File: config.mk
export PLATFORM = sky130hd
export DESIGN_NAME = flags_gen
export DESIGN_NICKNAME = d
export VERILOG_FILES = /design/src/rtl/flags_gen.sv
export SDC_FILE = /design/constraint.sdc
export NUM_CORES = 1
export LEC_CHECK = 0
export BUFFER_PORTS_ARGS = -buffer_cell sky130_fd_sc_hd__buf_4
export CAP_MARGIN = 20
export CORE_UTILIZATION = 23
export DETAILED_ROUTE_END_ITERATION = 10
export PLACE_DENSITY = 0.91
export SYNTH_ARGS = -nofsm -noshare
export SYNTH_HDL_FRONTEND = slang
export SYNTH_SLANG_ARGS = --single-unit
File: constraint.sdc
create_clock -name clk -period 1.7 [get_ports clk]
set_clock_uncertainty 0.1 [all_clocks]
set_input_delay 0.17 -clock clk [delete_from_list [all_inputs] [get_ports clk]]
set_output_delay 0.17 -clock clk [all_outputs]
set_load 0.05 [all_outputs]
File: src/rtl/flags_gen.sv
// Condition-flag producer: computes {N,Z,C,V} from the EX-stage ALU result and
// commits it through a one-entry pending stage. `define FLAGS_BYPASS_EN forwards the pending entry.
module flags_gen #(
  parameter int WIDTH = 32
) (
  input  logic             clk,
  input  logic             reset,
  input  logic             valid_i,
  input  logic [1:0]       op_i,
  input  logic [2:0]       cond_i,
  input  logic [1:0]       alu_ctrl_i,
  input  logic             set_flags_i,
  input  logic             cond_ex_i,
  input  logic [WIDTH-1:0] a_i,
  input  logic [WIDTH-1:0] b_i,
  input  logic [WIDTH-1:0] result_i,
  input  logic             carry_i,
  input  logic             stall_i,
  input  logic             flush_i,
  output logic [3:0]       flags_o,
  output logic             stall_req_o
);

  localparam logic [1:0] OP_DP  = 2'b00;
  localparam logic [1:0] OP_BR  = 2'b10;
  localparam logic [1:0] ALU_ADD = 2'b00;
  localparam logic [1:0] ALU_SUB = 2'b01;

  logic       sa, sb, sr;
  logic [3:0] calc_f;
  logic       cap;

  logic       pend_v_d, pend_v_q;
  logic [3:0] pend_f_d, pend_f_q;
  logic [3:0] arch_f_d, arch_f_q;

  assign sa = a_i[WIDTH-1];
  assign sb = b_i[WIDTH-1];
  assign sr = result_i[WIDTH-1];

  always_comb begin
    calc_f    = 4'b0000;
    calc_f[3] = sr;
    calc_f[2] = (result_i == '0);
    case (alu_ctrl_i)
      ALU_ADD: begin
        calc_f[1] = carry_i;
        calc_f[0] = ~(sa ^ sb) & (sa ^ sr);
      end
      ALU_SUB: begin
        calc_f[1] = carry_i;
        calc_f[0] = (sa ^ sb) & (sa ^ sr);
      end
      default: ;  // logical ops clear C and V
    endcase
  end

  assign cap = valid_i & (op_i == OP_DP) & set_flags_i & cond_ex_i & ~stall_i & ~flush_i;

  // Flush only suppresses the new capture; an older pending entry still retires.
  always_comb begin
    pend_v_d = pend_v_q;
    pend_f_d = pend_f_q;
    arch_f_d = arch_f_q;
    if (!stall_i) begin
      if (pend_v_q) arch_f_d = pend_f_q;
      pend_v_d = cap;
      if (cap) pend_f_d = calc_f;
    end
  end

  always_ff @(posedge clk or negedge reset) begin
    if (!reset) begin
      pend_v_q <= 1'b0;
      pend_f_q <= 4'b0000;
      arch_f_q <= 4'b0000;
    end else begin
      pend_v_q <= pend_v_d;
      pend_f_q <= pend_f_d;
      arch_f_q <= arch_f_d;
    end
  end

`ifdef FLAGS_BYPASS_EN
  assign flags_o     = pend_v_q ? pend_f_q : arch_f_q;
  assign stall_req_o = 1'b0;
`else
  assign flags_o     = arch_f_q;
  assign stall_req_o = pend_v_q & valid_i & (op_i == OP_BR) & (cond_i != 3'b000);
`endif

endmodule

==> Yosys cells after proc, flatten, opt, wreduce, memory -nomap -nowiden <==
Index checks and enable logic that the tools add are counted.
{ "totals": {"regBits": 9, "in_bits": 111, "output_inout_bits": 5, "elab_cells": 27} }
{ "op_classes": {"eq_ne": 2, "mux": 1, "bitwise": 15, "n_reduce_logical": 6} }
{ "op_table": {"columns": ["cell", "count"], "rows": [
  ["32-bit zero test", 1],
  ["1-bit bitwise AND", 10],
  ["2-bit zero test", 2],
  ["2-bit case mux with 2 select lines", 1],
  ["2-bit AND reduction", 2],
  ["1-bit inverter", 3],
  ["3-bit nonzero test", 1],
  ["2-bit by 1-bit equality test with 1-bit output, second input constant", 1],
  ["2-bit equality test, second input constant", 1],
  ["1-bit XOR", 2]
]} }

==> Depth between registers and ports, before layout <==
Gate-level depths: netlist of the first run.
{ "logic_depth": {"depth_word": 7, "ltp_mapped": 3, "ltp_nobuf": 3} }

==> Least setup slack after synthesis of the first run <==
No wires, ideal clock.
{ "synth_path": {"path_type": "input port to flip-flop", "from": "input port op_i[0]", "to": "register pend_f_q[3]", "setup_time_ns": 0.125, "arrival_ns": 1.245, "required_time_ns": 1.475, "path_slack_ns": 0.230, "stages": 3, "n_path_buf": 0, "cell_sequence": "or4b_4 -> or2_4 -> mux2_4"} }
{ "synth_via": {"elab_chain_cells": 7} }
{ "synth_rtl": {"columns": ["item", "line", "rtl"], "rows": [
  ["start, declared", "9", "input logic [1:0] op_i,"],
  ["2-bit zero test", "58", "assign cap = valid_i & (op_i == OP_DP) & set_flags_i & cond_ex_i & ~stall_i & ~flush_i;"],
  ["1-bit bitwise AND (5 in a row)", "58", null],
  ["2-bit AND reduction (no source line)", null, null],
  ["end signal, assigned", "79", "pend_f_q <= pend_f_d;"],
  ["end, declared", "34", "logic [3:0] pend_f_d, pend_f_q;"]
]} }
Every way passes these cells.
A chain may end at the register's enable or synchronous reset.

==> Worst setup path in the final report of the first run <==
{ "layout_path": {"from": "register pend_v_q", "to": "output port stall_req_o"} }
{ "layout_via": {"elab_chain_cells": 3} }
{ "layout_rtl": {"columns": ["item", "line", "rtl"], "rows": [
  ["start, declared", "33", "logic pend_v_d, pend_v_q;"],
  ["start signal, assigned", "78", "pend_v_q <= pend_v_d;"],
  ["1-bit bitwise AND (3 in a row)", "89", "assign stall_req_o = pend_v_q & valid_i & (op_i == OP_BR) & (cond_i != 3'b000);"],
  ["end, declared", "21", "output logic stall_req_o"]
]} }
Every way passes these cells.

==> impl_metrics.sql, run 1 <==
INSERT INTO impl_metrics (metric_group, metric, value, unit) VALUES
('grt', 'global_route_wire_length_before_repair', '2240', 'um'),
('layout', 'area_growth_syn_to_layout', '99.2', '%'),
('timing', 'hold_violations', '0', ''),
('timing', 'final_max_slew_viol_count', '0', ''),
('route', 'avgRoutedWirePerCell', '12.2', 'um'),
('layout', 'antenna_cells', '0', ''),
('layout', 'nets', '215', ''),
('die', 'die_w', '47.8', 'um'),
('yosys', 'post_synth_edffs', '0', ''),
('die', 'starting_utilization_of_the_core_area', '24.6', '%'),
('setup_path', 'criticalPathCategory', 'reg2out', ''),
('yosys', 'syn_area_per_cell', '10.9', 'um2'),
('cts', 'worstSkewPairLatency', '0.26', 'ns'),
('layout', 'drive_gt1_share', '61.2', '%'),
('setup_path', 'critical_path_buf_inv_count', '1', ''),
('timing', 'finalCriticalPeriod', '1.36', 'ns'),
('grt', 'grt_remaining_overflow', '0', ''),
('yosys', 'syn-cell-area', '482', 'um2'),
('setup_path', 'cp.depth', '3', ''),
('cts', 'cts-buffers-inserted', '3', ''),
('place', 'hpwlAfterDp', '1410', 'um'),
('run', 'drv_cap', '0', ''),
('timing', 'setup_tns', '0', 'ns'),
('pwr', 'power.density_cell_area', '549', 'nW/um2'),
('setup_path', 'worstSetupEndpointType', 'primary output', ''),
('route', 'vias_per_cell', '4.75', ''),
('layout', 'multi_input_area', '256', 'um2'),
('pwr', 'intPower', '0.406', 'mW'),
('yosys', 'synth_sequential_area_ratio', '46.8', '%'),
('setup_path', 'timing.critical_path.required', '1.43', 'ns'),
('route', 'detail_route.first_pass.iterations', '4', ''),
('pwr', 'sw_frac_of_total', '23.0', '%'),
('yosys', 'post_syn_instances', '44', ''),
('cts', 'cts_hold_buffers', '2', ''),
('timing', 'setup_repair_after_global_routing_missed_its_margin', 'no', ''),
('die', 'floorplan.core_area', '1960', 'um2'),
('cts', 'cts-htree-levels', '1', ''),
('layout', 'fill_cells', '201', ''),
('setup_path', 'regToRegSetupSlack', '0.56', 'ns'),
('pwr', 'peak_supply_drop', '0.000281', 'V'),
('timing', 'timing_worst_slew_pin_value', '0.402', 'ns'),
('layout', 'mostFrequentLayoutCells', '53 x sky130_fd_sc_hd__buf_4, 9 x sky130_fd_sc_hd__dfrtp_1, 8 x sky130_fd_sc_hd__nor4_1', ''),
('setup_path', 'crit-reg2reg-launch', 'pend_v_q$_DFFE_PN0N_', ''),
('setup_path', 'critical_path.slowest_cell', 'sky130_fd_sc_hd__dfrtp_1', ''),
('setup_path', 'path_cells', 'nand4b_1, nor2_1, buf_4', ''),
('die', 'rows', '16', ''),
('cts', 'cts.sinks', '9', ''),
('place', 'port_buffers', '53', ''),
('pwr', 'power.share.clock', '31.2', '%'),
('yosys', 'ys_types', '18', ''),
('grt', 'grt_antenna_before_repair', '0', ''),
('cts', 'post-cts-setup-buffers', '0', ''),
('cts', 'clock_tree.buffer_depth', '2', ''),
('route', 'count_of_routing_violations_after_the_opening_detailed_route_iteration', '9', ''),
('setup_path', 'r2r_cells', '2', ''),
('run_status', 'status', 'finished clean', ''),
('setup_path', 'critical_path.reg2reg.endpoint', 'flags_o[0]$_DFFE_PN0P_', ''),
('pwr', 'pwr-share-comb', '25.5', '%'),
('setup_path', 'worst_setup_path_endpoint', 'stall_req_o', ''),
('layout', 'most_common_cell_after_layout_fill_and_taps_aside', 'sky130_fd_sc_hd__buf_4', ''),
('yosys', 'synth.ff_latch_count', '9', ''),
('yosys', 'synth_warnings', '0', ''),
('die', 'dieArea', '2280', 'um2'),
('setup_path', 'timing.critical_path.fanout_max', '3', ''),
('pwr', 'sequentialPowerShare', '43.3', '%'),
('setup_path', 'timing.critical_path.max_delay_family', 'flip-flops', ''),
('setup_path', 'arrival', '1.09', 'ns'),
('setup_path', 'setup.worst_path.start', 'pend_v_q$_DFFE_PN0N_', ''),
('yosys', 'synthArstFlopShare', '100', '%'),
('grt', 'grt_util_all_layers', '14.1', '%'),
('timing', 'timing.final.crit_share', '80.2', '%');
==> worst min-delay path by stage <==
| stage | start | to | slack (ns) | depth (start not counted) |
|---|---|---|---|---|
| 6_report | stall_i | pend_v_q$_DFFE_PN0N_ | 0.02 | 3 |
| 5_1_grt | stall_i | pend_v_q$_DFFE_PN0N_ | 0.05 | 3 |
| 4_1_cts | stall_i | pend_v_q$_DFFE_PN0N_ | 0.02 | 3 |
| 3_5_place_dp | reset | flags_o[3]$_DFFE_PN0P_ | -0.10 | 1 |
| 3_3_place_gp | reset | flags_o[0]$_DFFE_PN0P_ | -0.11 | 1 |
| 2_1_floorplan | reset | flags_o[0]$_DFFE_PN0P_ | -0.23 | 0 |
==> per-stage QoR <==
stage | instances | util (%) | hold slack [ns] | area (um2)
after floorplan | 44 | - | -0.226 | 482
after global placement | 124 | 46.6 | -0.108 | 913
after detailed placement | 124 | 46.6 | -0.103 | 913
after CTS | 130 | 48.9 | 0.0191 | 960
after global routing | 130 | 48.9 | 0.0470 | 960
final | 130 | 48.9 | 0.0242 | 960
==> per-layer routing <==
| layer | vias to the layer above | wire (um) | global-route usage [%] |
|---|---|---|---|
| li1 | 291 | - | - |
| met1 | 270 | 638 | 17.1 |
| met2 | 52 | 766 | 25.4 |
| met3 | 4 | 164 | 0.755 |
| met4 | 0 | 17 | 6.11 |
| met5 | - | 0 | 0 |
==> cell usage after synthesis, types with 2 or more instances <==
cell type | count | area (um2)
sky130_fd_sc_hd__nand4_1 | 2 | 12.5
sky130_fd_sc_hd__dfrtp_1 | 9 | 225
sky130_fd_sc_hd__mux2_2 | 4 | 45.0
sky130_fd_sc_hd__nand2b_1 | 2 | 12.5
sky130_fd_sc_hd__o31ai_1 | 2 | 15.0
sky130_fd_sc_hd__o21ai_0 | 4 | 20.0
sky130_fd_sc_hd__nor2b_1 | 2 | 12.5
sky130_fd_sc_hd__nor4_1 | 8 | 50.1
sky130_fd_sc_hd__nand2_1 | 2 | 7.51
==> worst register-to-register path: cells and delay by family, from the launching register on <==
kind	cells	cell delay [ns]
flops	1	0.40
mux	1	0.36
simple gates	1	0.17
==> cells by family (layout without fill, tap and decap cells) <==
logic type	Yosys count	count (layout)	share of synthesized area (%)
muxes	6	6	14.5
xor gates and xnor gates	1	1	1.82
buffers and inverters	0	59	0
and+or+nand+nor	22	22	29.6
DFF	9	9	46.8
AOI/OAI and AO/OA	6	6	7.27
==> state kept, by name (all words and copies together), names as in the netlist <==
signal	cells
flags_o	4
pend_f_q	4
pend_v_q	1
==> power by group through the flow <==
stage / logic (mW) / clock network [mW] / registers, mW
floorplan: 0.0246 / 0 / 0.238
global placement: 0.128 / 0 / 0.231
detailed placement: 0.132 / 0 / 0.232
CTS: 0.135 / 0.168 / 0.228
global route: 0.145 / 0.179 / 0.230
finish: 0.134 / 0.165 / 0.228
==> area by class of cell <==
cell class                 instances  area share, %
clock buffer                       4           2.74
sequential                         9           23.5
tap                               27           3.52
timing repair buffer              55           43.5
multi-input combinational         35           26.7
No activity file was read; power rests on OpenSTA's default activity.
==> inputs of run 2 (changes only) <==
--- a/config.mk
+++ b/config.mk
@@ -5,11 +5,12 @@
 export SDC_FILE = /design/constraint.sdc
 export NUM_CORES = 1
 export LEC_CHECK = 0
+export ABC_AREA = 1
 export BUFFER_PORTS_ARGS = -buffer_cell sky130_fd_sc_hd__buf_4
 export CAP_MARGIN = 20
-export CORE_UTILIZATION = 23
+export CORE_UTILIZATION = 22
 export DETAILED_ROUTE_END_ITERATION = 10
-export PLACE_DENSITY = 0.91
+export PLACE_DENSITY = 0.82
 export SYNTH_ARGS = -nofsm -noshare
 export SYNTH_HDL_FRONTEND = slang
 export SYNTH_SLANG_ARGS = --single-unit
==> constraint.sdc (replaced) <==
create_clock -name clk -period 1.1 [get_ports clk]
set_clock_uncertainty 0.1 [all_clocks]
set_input_delay 0.11 -clock clk [delete_from_list [all_inputs] [get_ports clk]]
set_output_delay 0.11 -clock clk [all_outputs]
set_load 0.05 [all_outputs]
==> run 2 against run 1 <==
  * The run now ends with setup timing left
  * Utilization is 4.0 points lower
  * Largest power group unchanged
  * Setup slack worse by 0.47 ns
  * Non-clock buffer count up 3
  * Register-to-register slack got worse by 0.56 ns
  * Critical path depth stayed put
  * Clock-buffer cell count unchanged
  * Via count increased by 20%
  * Clock power rose by 51%
  * Area after synthesis increased by 21%
  * Highest routed layer unchanged
  * Largest cell class unchanged
==> impl_metrics.sql, run 2 <==
INSERT INTO impl_metrics (metric_group, metric, value, unit) VALUES
('cts', 'cts.sinks', '9', ''),
('pwr', 'power.share.clock', '23.7', '%'),
('setup_path', 'critical_path.slowest_cell', 'sky130_fd_sc_hd__dfrtp_1', ''),
('yosys', 'syn-cell-area', '582', 'um2'),
('timing', 'relSlewSlack', '72.3', '%'),
('timing', 'final_max_slew_viol_count', '0', ''),
('cts', 'worstSkewPairLatency', '0.26', 'ns'),
('die', 'floorplan.core_area', '2480', 'um2'),
('run_status', 'violated_checks', 'setup timing', ''),
('route', 'detail_route.first_pass.iterations', '4', ''),
('grt', 'grt_antenna_before_repair', '0', ''),
('yosys', 'yosys_most_used_dff', 'sky130_fd_sc_hd__dfrtp_1', ''),
('cts', 'root_buffer', 'sky130_fd_sc_hd__clkbuf_4', ''),
('setup_path', 'critPathMaxStageDelay', '0.36', 'ns'),
('pwr', 'peak_supply_drop', '0.000570', 'V'),
('die', 'rows', '18', ''),
('route', 'ant_nets', '0', ''),
('yosys', 'post_syn_instances', '84', ''),
('cts', 'clock_tree.buffer_depth', '2', ''),
('yosys', 'post_synth_edffs', '0', ''),
('cts', 'cts-htree-levels', '1', ''),
('pwr', 'switchingPower', '0.333', 'mW'),
('setup_path', 'timing.critical_path.required', '0.89', 'ns'),
('grt', 'use_met3', '1.72', '%'),
('timing', 'worst_hold_slack', '0.0158', 'ns'),
('layout', 'nets', '258', ''),
('setup_path', 'critical_path_buf_inv_count', '1', ''),
('yosys', 'synth.ff_latch_count', '9', ''),
('route', 'detailroute.via_count', '742', ''),
('grt', 'grt_remaining_overflow', '0', ''),
('run_status', 'status', 'complete, but fails checks', ''),
('timing', 'finalWorstSetupSlack', '-0.132', 'ns'),
('layout', 'fill_cells', '250', ''),
('place', 'gp_routability_congestion', '0.676', ''),
('cts', 'cts-buffers-inserted', '3', ''),
('cts', 'cts.reportedPaths.clkPinSlew', '0.06', 'ns'),
('place', 'dp_cells', '168', ''),
('pwr', 'sequentialPowerShare', '38.4', '%'),
('yosys', 'netlist.top_cell.by_area', 'sky130_fd_sc_hd__dfrtp_1', ''),
('setup_path', 'criticalPathCategory', 'reg2out', ''),
('die', 'boundaryPins', '116', ''),
('pwr', 'intPower', '0.718', 'mW'),
('die', 'starting_utilization_of_the_core_area', '23.5', '%'),
('place', 'port_buffers', '53', ''),
('timing', 'timing_worst_slew_pin_value', '0.413', 'ns'),
('layout', 'finish.cell_count_without_fillers', '176', ''),
('layout', 'fin_area', '1110', 'um2'),
('yosys', 'ys_types', '18', ''),
('cts', 'cts_tree', 'done', ''),
('yosys', 'synthesis.nets', '195', ''),
('yosys', 'synthArstFlopShare', '100', '%'),
('grt', 'global_route.usage.met1', '12.3', '%'),
('setup_path', 'worstSetupEndpointType', 'primary output', ''),
('layout', 'most_common_cell_after_layout_fill_and_taps_aside', 'sky130_fd_sc_hd__buf_4', ''),
('timing', 'timing.final.crit_share', '112', '%'),
('run', 'drv_cap', '0', ''),
('setup_path', 'path_cells', 'nand3_2, nor2_4, buf_6', ''),
('pwr', 'power.density_cell_area', '944', 'nW/um2'),
('timing', 'hold_violations', '0', ''),
('grt', 'pin_count_of_the_biggest_net_entering_global_routing', '10', ''),
('setup_path', 'timing.critical_path.max_delay_family', 'flip-flops', ''),
('layout', 'multi_input_area', '340', 'um2'),
('die', 'dieArea', '2850', 'um2'),
('layout', 'area_growth_syn_to_layout', '91.4', '%'),
('grt', 'first_global_vias', '666', ''),
('yosys', 'syn_area_per_cell', '6.93', 'um2'),
('grt', 'grt_util_all_layers', '11.2', '%'),
('timing', 'finalCriticalPeriod', '1.23', 'ns'),
('yosys', 'top_cell_types_by_occurrence_after_synthesis', '23 x sky130_fd_sc_hd__nor2_1, 22 x sky130_fd_sc_hd__nand2_1, 9 x sky130_fd_sc_hd__dfrtp_1, 9 x sky130_fd_sc_hd__inv_1, 5 x sky130_fd_sc_hd__o21ai_0', ''),
('grt', 'global_route_wire_length_before_repair', '2270', 'um'),
('route', 'count_of_routing_violations_after_the_opening_detailed_route_iteration', '5', ''),
('setup_path', 'arrival', '1.02', 'ns'),
('route', 'avgRoutedWirePerCell', '8.78', 'um'),
('route', 'vias_per_cell', '4.22', ''),
('yosys', 'synth_sequential_area_ratio', '38.7', '%'),
('die', 'die_y', '53.4', 'um'),
('yosys', 'yosysMostFrequentCell', 'sky130_fd_sc_hd__nor2_1', ''),
('pwr', 'sw_frac_of_total', '31.7', '%'),
('yosys', 'yosys-top-cells-area', 'sky130_fd_sc_hd__dfrtp_1 39%, sky130_fd_sc_hd__nor2_1 15%, sky130_fd_sc_hd__nand2_1 14%', ''),
('timing', 'setup_repair_after_global_routing_missed_its_margin', 'yes', ''),
('pwr', 'p_total', '1.05', 'mW'),
('min_path', 'min-delay-path-class', 'in2reg', ''),
('timing', 'finalSetupViolations', '2', ''),
('place', 'postPlaceCellArea', '1030', 'um2'),
('grt', 'gr-usage-met2', '19.8', '%'),
('layout', 'register_area', '225', 'um2'),
('timing', 'clock.fmax', '0.811', 'GHz'),
('setup_path', 'timing.critical_path.from_type', 'flop', ''),
('layout', 'antenna_cells', '0', ''),
('yosys', 'synth_warnings', '0', ''),
('place', 'hpwlAfterDp', '1190', 'um'),
('pwr', 'pwr-share-comb', '37.9', '%'),
('die', 'die_w', '53.4', 'um'),
('yosys', 'synth_top_area_share', '38.7', '%'),
('layout', 'drive_gt1_share', '46.6', '%'),
('route', 'route.final.wire_length', '1550', 'um'),
('setup_path', 'timing.critical_path.fanout_max', '2', ''),
('grt', 'busiest_layer', 'met2', ''),
('pwr', 'power_leakage', '0.616', 'nW'),
('route', 'remaining_drc_errors', '0', ''),
('layout', 'mostFrequentLayoutCells', '54 x sky130_fd_sc_hd__buf_4, 22 x sky130_fd_sc_hd__nor2_1, 22 x sky130_fd_sc_hd__nand2_1', '');
==> run 2: what timing repair did <==
action / CTS / global route
setup endpoints to repair: 1 / 2
resized for setup: 1 / 4
hold endpoints to repair: 11 / 0
buffers inserted: 1 / 0
pin swaps: 0 / 1
hold buffers: 3 / 0
==> run 2: layer usage <==
layer	up-vias	wire length, um
li1	382	-
met1	312	624
met2	46	743
met3	2	161
met4	0	15
met5	-	0
==> run 2: cell families (layout without fill, tap and decap cells) <==
kind of cell	after synthesis	after routing	share of synthesized area (%)
AOI/OAI and AO/OA	8	8	7.31
DFF	9	9	38.7
buffers and inverters	10	72	6.45
muxes	1	1	1.94
and+or+nand+nor	56	56	45.6
==> run 2: final timing paths <==
| check | from | end | slack, ns | depth (start not counted) |
|---|---|---|---|---|
| max in group asynchronous | reset | flags_o[3]$_DFFE_PN0P_ | 0.66 | 2 |
| hold reg to reg | flags_o[1]$_DFFE_PN0P_ | flags_o[1]$_DFFE_PN0P_ | 0.39 | 2 |
| hold / removal | result_i[31] | pend_f_q[3]$_DFFE_PN0P_ | 0.02 | 3 |
| setup reg to reg | pend_v_q$_DFFE_PN0N_ | flags_o[0]$_DFFE_PN0P_ | 0 | 3 |
| setup / recovery | pend_v_q$_DFFE_PN0N_ | stall_req_o | -0.13 | 3 |
| min in group asynchronous | reset | flags_o[1]$_DFFE_PN0P_ | 0.11 | 2 |
==> run 2: power by group through the flow <==
stage / Combinational (mW) / Sequential (mW) / Clock [mW]
after floorplan: 0.0902 / 0.503 / 0
final: 0.398 / 0.403 / 0.249
after detailed placement: 0.388 / 0.410 / 0
after global routing: 0.436 / 0.408 / 0.270
after CTS: 0.398 / 0.404 / 0.260
after global placement: 0.379 / 0.408 / 0
==> run 2: stage by stage <==
step | util (%) | setup WS (ns) | TNS, ns
6_report | 44.9 | -0.132 | -0.136
3_3_place_gp | 41.5 | 0.0946 | 0
5_1_grt | 44.9 | -0.168 | -0.199
3_5_place_dp | 41.5 | 0.0939 | 0
2_1_floorplan | - | 0.00963 | 0
4_1_cts | 44.2 | -0.0704 | -0.0835
==> run 2: area by class of cell <==
class	instances	share of cell area, %
Clock buffer	4	2.36
Timing Repair Buffer	58	40.1
Multi-Input combinational cell	65	30.6
Inverter	10	3.37
Tap cell	30	3.37
Sequential cell	9	20.2
==> run 2: worst reg2reg max path, delay by kind of cell (launching register included) <==
kind | cells | cell delay (ns)
simple gates | 1 | 0.07
mux | 1 | 0.29
flops | 1 | 0.38
buf+inv | 1 | 0.15
